$ cat src/rtl/sonar_uc_varredura.sv
// Sonar sweep control unit: trigger, echo wait with retry, N-char frame,
// servo ping-pong step and inter-measurement wait.
module sonar_uc_varredura #(
    parameter int N_DIGITOS      = 4,
    parameter int N_POSICOES     = 8,
    parameter int TIMEOUT_MEDIDA = 1_000_000,
    parameter int MAX_TENTATIVAS = 3,
    parameter int INTERVALO      = 2_000_000,
    localparam int DW = (N_DIGITOS > 2) ? $clog2(N_DIGITOS) : 1,
    localparam int PW = (N_POSICOES > 2) ? $clog2(N_POSICOES) : 1
) (
    input  logic          clock,
    input  logic          reset_n,
    input  logic          ligar,
    input  logic          modo_unico,
    input  logic          fim_medida,
    input  logic          fim_transmissao,
    output logic          zera,
    output logic          medir_distancia,
    output logic          transmitir,
    output logic [DW-1:0] indice_digito,
    output logic [PW-1:0] posicao,
    output logic          sentido,
    output logic          erro_medida,
    output logic          pronto,
    output logic [3:0]    db_estado
);

    localparam int TW = (TIMEOUT_MEDIDA > 2) ? $clog2(TIMEOUT_MEDIDA) : 1;
    localparam int IW = (INTERVALO > 2) ? $clog2(INTERVALO) : 1;
    localparam int AW = $clog2(MAX_TENTATIVAS + 1);

    localparam logic [3:0] S_INICIAL   = 4'h0;
    localparam logic [3:0] S_PREP      = 4'h1;
    localparam logic [3:0] S_MEDIR     = 4'h2;
    localparam logic [3:0] S_ESP_MED   = 4'h3;
    localparam logic [3:0] S_TX        = 4'h4;
    localparam logic [3:0] S_ESP_TX    = 4'h5;
    localparam logic [3:0] S_PROX_DIG  = 4'h6;
    localparam logic [3:0] S_PROX_POS  = 4'h7;
    localparam logic [3:0] S_ESP_INT   = 4'h8;
    localparam logic [3:0] S_FALHA     = 4'h9;
    localparam logic [3:0] S_FIM       = 4'hA;

    logic [3:0]    state_q, state_d;
    logic [TW-1:0] tmo_q, tmo_d;
    logic [AW-1:0] tent_q, tent_d;
    logic [IW-1:0] int_q, int_d;
    logic [DW-1:0] indice_q, indice_d;
    logic [PW-1:0] posicao_q, posicao_d;
    logic          sentido_q, sentido_d;
    logic          erro_q, erro_d;
    logic          modo_q, modo_d;

    logic timeout, ultima, ultimo_dig, int_fim;

    assign timeout    = (state_q == S_ESP_MED) && (tmo_q == TW'(TIMEOUT_MEDIDA - 1));
    assign ultima     = (tent_q == AW'(MAX_TENTATIVAS - 1));
    assign ultimo_dig = (indice_q == DW'(N_DIGITOS - 1));
    assign int_fim    = (int_q == IW'(INTERVALO - 1));

    always_ff @(posedge clock) begin
        if (!reset_n) begin
            state_q   <= S_INICIAL;
            tmo_q     <= '0;
            tent_q    <= '0;
            int_q     <= '0;
            indice_q  <= '0;
            posicao_q <= '0;
            sentido_q <= 1'b0;
            erro_q    <= 1'b0;
            modo_q    <= 1'b0;
        end else begin
            state_q   <= state_d;
            tmo_q     <= tmo_d;
            tent_q    <= tent_d;
            int_q     <= int_d;
            indice_q  <= indice_d;
            posicao_q <= posicao_d;
            sentido_q <= sentido_d;
            erro_q    <= erro_d;
            modo_q    <= modo_d;
        end
    end

    always_comb begin
        state_d = state_q;
        unique case (state_q)
            S_INICIAL:  if (ligar) state_d = S_PREP;
            S_PREP:     state_d = ligar ? S_MEDIR : S_INICIAL;
            S_MEDIR:    state_d = S_ESP_MED;
            S_ESP_MED: begin
                // a measurement arriving in the timeout cycle wins
                if (fim_medida)   state_d = S_TX;
                else if (timeout) state_d = ultima ? S_FALHA : S_MEDIR;
            end
            S_FALHA:    state_d = S_TX;
            S_TX:       state_d = S_ESP_TX;
            S_ESP_TX: begin
                if (fim_transmissao) begin
                    if (!ultimo_dig) state_d = S_PROX_DIG;
                    else if (modo_q) state_d = S_FIM;
                    else             state_d = S_PROX_POS;
                end
            end
            S_PROX_DIG: state_d = S_TX;
            S_PROX_POS: state_d = S_ESP_INT;
            S_ESP_INT:  if (int_fim) state_d = ligar ? S_PREP : S_INICIAL;
            S_FIM:      if (!ligar) state_d = S_INICIAL;
            default:    state_d = S_INICIAL;
        endcase
    end

    always_comb begin
        tmo_d     = tmo_q;
        tent_d    = tent_q;
        int_d     = int_q;
        indice_d  = indice_q;
        posicao_d = posicao_q;
        sentido_d = sentido_q;
        erro_d    = erro_q;
        modo_d    = modo_q;
        unique case (state_q)
            S_INICIAL: begin
                posicao_d = '0;
                sentido_d = 1'b0;
                erro_d    = 1'b0;
                if (ligar) modo_d = modo_unico;
            end
            S_PREP: begin
                tent_d   = '0;
                indice_d = '0;
                erro_d   = 1'b0;
            end
            S_MEDIR:    tmo_d = '0;
            S_ESP_MED: begin
                tmo_d = tmo_q + TW'(1);
                if (timeout && !fim_medida) begin
                    tent_d = tent_q + AW'(1);
                    if (ultima) erro_d = 1'b1;
                end
            end
            S_PROX_DIG: indice_d = indice_q + DW'(1);
            S_PROX_POS: begin
                int_d = '0;
                // ping-pong: bounce off either end without repeating it
                if (!sentido_q) begin
                    if (posicao_q == PW'(N_POSICOES - 1)) begin
                        sentido_d = 1'b1;
                        posicao_d = PW'(N_POSICOES - 2);
                    end else begin
                        posicao_d = posicao_q + PW'(1);
                    end
                end else begin
                    if (posicao_q == '0) begin
                        sentido_d = 1'b0;
                        posicao_d = PW'(1);
                    end else begin
                        posicao_d = posicao_q - PW'(1);
                    end
                end
            end
            S_ESP_INT:  int_d = int_q + IW'(1);
            default: ;
        endcase
    end

    always_comb begin
        zera            = (state_q == S_INICIAL) || (state_q == S_PREP);
        medir_distancia = (state_q == S_MEDIR);
        transmitir      = (state_q == S_TX);
        pronto          = (state_q == S_FIM);
        indice_digito   = indice_q;
        posicao         = posicao_q;
        sentido         = sentido_q;
        erro_medida     = erro_q;
        db_estado       = (state_q <= S_FIM) ? state_q : 4'hF;
    end

endmodule
$ cat config.mk
export PLATFORM = sky130hd
export DESIGN_NAME = sonar_uc_varredura
export DESIGN_NICKNAME = d
export VERILOG_FILES = /design/src/rtl/sonar_uc_varredura.sv
export SDC_FILE = /design/constraint.sdc
export NUM_CORES = 1
export LEC_CHECK = 0
export ABC_AREA = 1
export CAP_MARGIN = 20
export CELL_PAD_IN_SITES_DETAIL_PLACEMENT = 1
export CELL_PAD_IN_SITES_GLOBAL_PLACEMENT = 1
export CORE_AREA = 2 2 99 120
export CTS_BUF_LIST = sky130_fd_sc_hd__clkbuf_4
export CTS_CLUSTER_SIZE = 12
export DETAILED_ROUTE_END_ITERATION = 8
export DIE_AREA = 0 0 101 122
export GPL_ROUTABILITY_DRIVEN = 0
export GPL_TIMING_DRIVEN = 0
export PLACE_DENSITY_LB_ADDON = 0.3
export SYNTH_ARGS = -nofsm -noshare
export SYNTH_HDL_FRONTEND = slang
export SYNTH_SLANG_ARGS = --single-unit
$ cat constraint.sdc
create_clock -name clock -period 4.4 [get_ports clock]
set_input_delay 0.88 -clock clock [delete_from_list [all_inputs] [get_ports clock]]
set_output_delay 0.88 -clock clock [all_outputs]
set_load 0.005 [all_outputs]
* Word level (Yosys, flattened, before mapping)
Index checks and enable logic that the tools add are counted.
Cells by class: shift-type cells 0, multiply operators 0, bitwise logic cells 0, reduce and logical (&&, ||, !) cells 18, magnitude comparators 1, mux-type cells 29, equality and inequality tests 22, add/sub/neg operators 6, divide/modulo/power cells 0
Operator list (number):
- case mux 21 bit (2 select lines) | 1
- two-way mux 4 bit | 10
- case mux 20 bit (2 select lines) | 1
- case mux 4 bit (10 select lines) | 1
- adder 21 x 1 -> 21 bit, second input constant | 1
- == test 21 bit, second input constant | 1
- adder 20 x 1 -> 20 bit, second input constant | 1
- == test 20 bit, second input constant | 1
- == test 4 x 3 -> 1 bit, second input constant | 4
- == test 4 bit, second input constant | 3
- nonzero test 2 bit | 6
- != test 2 bit, second input constant | 5
- two-way mux 3 bit | 3
- == test 4 x 2 -> 1 bit, second input constant | 2
- case mux 2 bit (2 select lines) | 2
- two-way mux 1 bit | 6
- case mux 3 bit (2 select lines) | 1
- AND reduction 5 bit | 1
- adder 2 x 1 -> 2 bit, second input constant | 2
- == test 2 bit, second input constant | 2
- == test 4 x 1 -> 1 bit, second input constant | 1
- <= comparator 4 bit, second input constant | 1
- logical NOT 4 bit | 1
- two-way mux 2 bit | 2
- other kinds (13) | 17
Word-level totals: flip-flop bits (word level) 55, bits in read-only memories 0, input bits 6, logic and storage cells 85, latch bits 0, memories kept 0, output and inout bits 15, bits in writable memories 0

* Longest topological paths before layout
depth after elaboration 5, mapped depth 11, mapped depth without buffers 11

* Worst setup path before layout
OpenSTA, ideal clock, no wires.
kind flip-flop to output port, start register state_q[1], end output db_estado[0], data arrival time 920 ps, data required time 3520 ps, path buffers 1, setup slack 2600 ps, stages on the path, launching flop included 6, cell sequence dfxtp_1 buf_2 nand2_1 inv_2 o21ai_0 nand2_1
Between the ends: word-level cells in the longest chain between the ends 2
RTL lines:
- from (decl) | RTL line 45 | logic [3:0] state_q, state_d;
- from (signal assigned) | RTL line 74 | state_q <= state_d;
- <= comparator 4 bit | RTL line 177 | db_estado = (state_q <= S_FIM) ? state_q : 4'hF;
- two-way mux 4 bit | RTL line 177
- to (decl) | RTL line 26 | output logic [3:0] db_estado
Every way passes these cells.

* Final worst setup path
start register state_q[1], end output medir_distancia
Between the ends: word-level cells in the longest chain between the ends 1
RTL lines:
- == test 4 x 2 -> 1 bit | RTL line 170 | medir_distancia = (state_q == S_MEDIR);
- to (decl) | RTL line 19 | output logic medir_distancia,
Every way passes these cells.

==> flow_metrics.tcl <==
set metrics [dict create \
    ys_seq_area_frac 0.3263 \
    initial_core_util 0.2987 \
    cp.arrival_ps 1950 \
    clock-root-buffer "clkbuf_4" \
    ir_worst_vdd_mv 0.1825 \
    worstPathCellList "buf_2, inv_1, nor2_1, nand2_1, inv_1, clkdlybuf4s50_1" \
    crit_path_frequent_cell "inv_1" \
    layout-drive-gt1-share 0.1182 \
    p_int_uw 879.7 \
    holdBufCountCts 0 \
    wirelength_met1_um 4149 \
    yosysTopAreaCell "dfxtp_1" \
    critPathMaxStageDelay_ps 500 \
    ys_ff_latch 55 \
    regArea_um2 1101 \
    setup_viol 0 \
    crit_family "buffers and inverters" \
    synth_nets 519 \
    synth.most_common_cell "nand2_1" \
    routed-via-count 3308 \
    critical_path.slowest_cell "clkdlybuf4s50_1" \
    fmax_ghz 0.3530 \
    synth.distinct_cells 44 \
    synth_common_cells "nand2_1, nor2_1, dfxtp_1, inv_1, a21oi_1" \
    yosysWarnings 0 \
    grt_pass1_vias 3491 \
    r2r-start "tmo_q[0]$_SDFFE_PN0P_" \
    r2r-end "state_q[3]$_SDFFE_PN0P_" \
    yosys-top-cells-area "dfxtp_1, nand2_1, nor2_1" \
    die_y_um 122 \
    async_flop_share 0 \
    hold_depth 2 \
    drt_first_pass_iters 4 \
    h-tree-depth 2 \
    netSwitchingPower_uw 623.1 \
    clockBufferDepth 2 \
    slew_violations 0 \
    final_hold_viol_count 0 \
    routed_wl_um 9812 \
    min_from "int_q[19]$_SDFFE_PN0P_" \
    required_ps 3520 \
    design_area_um2 3820 \
    cts-buffers-inserted 5 \
    startpoint_type "register" \
    crit_fanout 7 \
    maxUsedRoutingLayer "met4" \
    multi_input_area_um2 1933 \
    routed-wl-met3_um 152 \
    worstMarginPinSlew_ps 677.2 \
    viasPerCell 4.952 \
    met2_length_um 5342 \
    p_sw_frac 0.4146 \
    min_period_ps 2833 \
    ys.flop_type "dfxtp_1" \
    holdWs_ps 479.1 \
    syn_avg_cell_area_um2 6.682 \
    netlist_instances 505 \
    clock_latency_ps 400 \
    ios 21 \
    drc 0 \
    end_kind "primary output" \
    cts-resized-gates 0 \
    leakagePower_nw 1.447 \
    crit_buf_inv 4 \
    coreArea_um2 11300 \
    maxSlewHeadroom 0.5485 \
    cts_tree "yes" \
    cap_violations 0 \
    comb_power_share 0.428 \
    grt_max_degree 17 \
    grt.total_usage 0.1686 \
    yosys.area.top_type_share 0.3263 \
    num-fill-cells 1461 \
    detail-route-antenna-nets 0 \
    synth_area_um2 3374 \
    drt-wirelength-per-cell_um 14.69 \
    fin_crit_sh 0.6438 \
    die_x_um 101 \
    grt_pass1_wl_um 16530 \
    placed_cell_area_um2 3744 \
    finalClockSkew_ps 15.61 \
    n_antenna_cell 0 \
    cts.sinks 55 \
    crit_type "reg -> out" \
    die-area_um2 12320 \
    post_cts_buffers 0 \
    clkTransAtPathRegs_ps 170 \
    rows 43 \
    antenna_found_initial 0 \
    synth_edf_count 0 \
    rsz0062_at_grt "no" \
    p_clk_frac 0.195 \
    r2r_cells 8 \
    syn2layout_area_growth_pct 13.20 \
    p_per_area_nw_per_um2 393.4 \
    hpwl_um 7658 \
    rrSetupSlack_ps 2640 \
    fin_nets 546 \
    seqPwrFrac 0.377 \
    hold_end "int_q[19]$_SDFFE_PN0P_" \
    drt-initial-drc-count 88 \
    setup-tns-final_ps 0 \
    outcome "finished, final reports clean" \
    io_buffers 20 \
    min_path_type "reg -> reg" \
    grt_overflow 0 \
]
-- per-layer routing --
layer / global-route usage / up-vias
li1: - / 1701
met1: 0.1885 / 1579
met2: 0.3238 / 17
met3: 0.02352 / 11
met4: 0.05321 / 0
met5: 0 / -
-- layout by cell type (no fill, tap or decap), drive strengths merged --
cell,n
nand2,129
nor2,83
inv,64
dfxtp,55
a21oi,43
o21ai,29
nand3,28
clkdlybuf4s50,20
nand4,12
clkbuf,11
nor3,10
ha,8
buf,7
a31oi,6
a211oi,6
o22ai,3
clkinv,3
a22oi,2
o211ai,2
nand3b,2
o311ai,2
or2,1
and3,1
nor3b,1
a31o,1
o2111ai,1
and2,1
a21o,1
bufinv,1
-- worst min-delay path, stage by stage, from the launching register on --
cell and delay (ps):
dfxtp_1 350, nand2_1 60, a21oi_1 50
-- flip-flops by register name, summed over array words and instances, names as in the netlist --
signal and flops:
posicao 3, modo_q 1, int_q 21, state_q 4, erro_medida 1, sentido 1, tent_q 2, tmo_q 20
indice_digito 2
-- kinds of logic (layout without fill, tap and decap cells) --
| family | after synthesis | in the layout | share of synthesized area |
|---|---|---|---|
| AND/OR/NAND/NOR | 268 | 268 | 0.3760 |
| buffers and inverters | 78 | 106 | 0.1009 |
| flip-flops | 55 | 55 | 0.3263 |
| adder cells (fa/ha/maj) | 8 | 8 | 0.02966 |
| AO/OA/AOI/OAI | 96 | 96 | 0.1672 |
-- stage by stage --
step	utilization	total power, mW	instances	worst slack [ps]
6_report	0.3381	1.503	668	1567
5_1_grt	0.3381	1.623	668	1426
4_1_cts	0.3381	1.530	668	1530
3_5_place_dp	0.3313	1.231	660	1733
3_3_place_gp	0.3313	1.216	660	1753
2_1_floorplan	-	1.005	505	2600
-- layout make-up --
type | instances | share of cell area
plain buffers | 13 | 0.02195
clock buffers | 5 | 0.009826
clock inverters | 3 | 0.01015
inverters | 65 | 0.06715
multi-input cells | 372 | 0.5061
flip-flops and latches | 55 | 0.2882
well taps | 135 | 0.04422
repair buffers | 20 | 0.05241
-- worst max-delay path by stage --
stage	start	end	slack [ps]	cells past startpoint
2_1_floorplan	state_q[1]$_SDFFE_PN0P_	db_estado[0]	2600	5
3_5_place_dp	reset_n	tmo_q[5]$_SDFFE_PN0P_	1730	6
6_report	state_q[1]$_SDFFE_PN0P_	medir_distancia	1570	6
5_1_grt	state_q[1]$_SDFFE_PN0P_	db_estado[1]	1430	6
3_3_place_gp	reset_n	tmo_q[5]$_SDFFE_PN0P_	1750	6
4_1_cts	state_q[1]$_SDFFE_PN0P_	transmitir	1530	5
-- power groups by stage --
| stage | Combinational (mW) | Clock (mW) | Sequential [mW] |
|---|---|---|---|
| after floorplan | 0.435 | 0 | 0.570 |
| after global placement | 0.640 | 0 | 0.576 |
| after detailed placement | 0.654 | 0 | 0.578 |
| after CTS | 0.656 | 0.307 | 0.567 |
| after global routing | 0.727 | 0.323 | 0.573 |
| final | 0.643 | 0.293 | 0.566 |
Note: power is estimated with default switching activity, not from simulation.
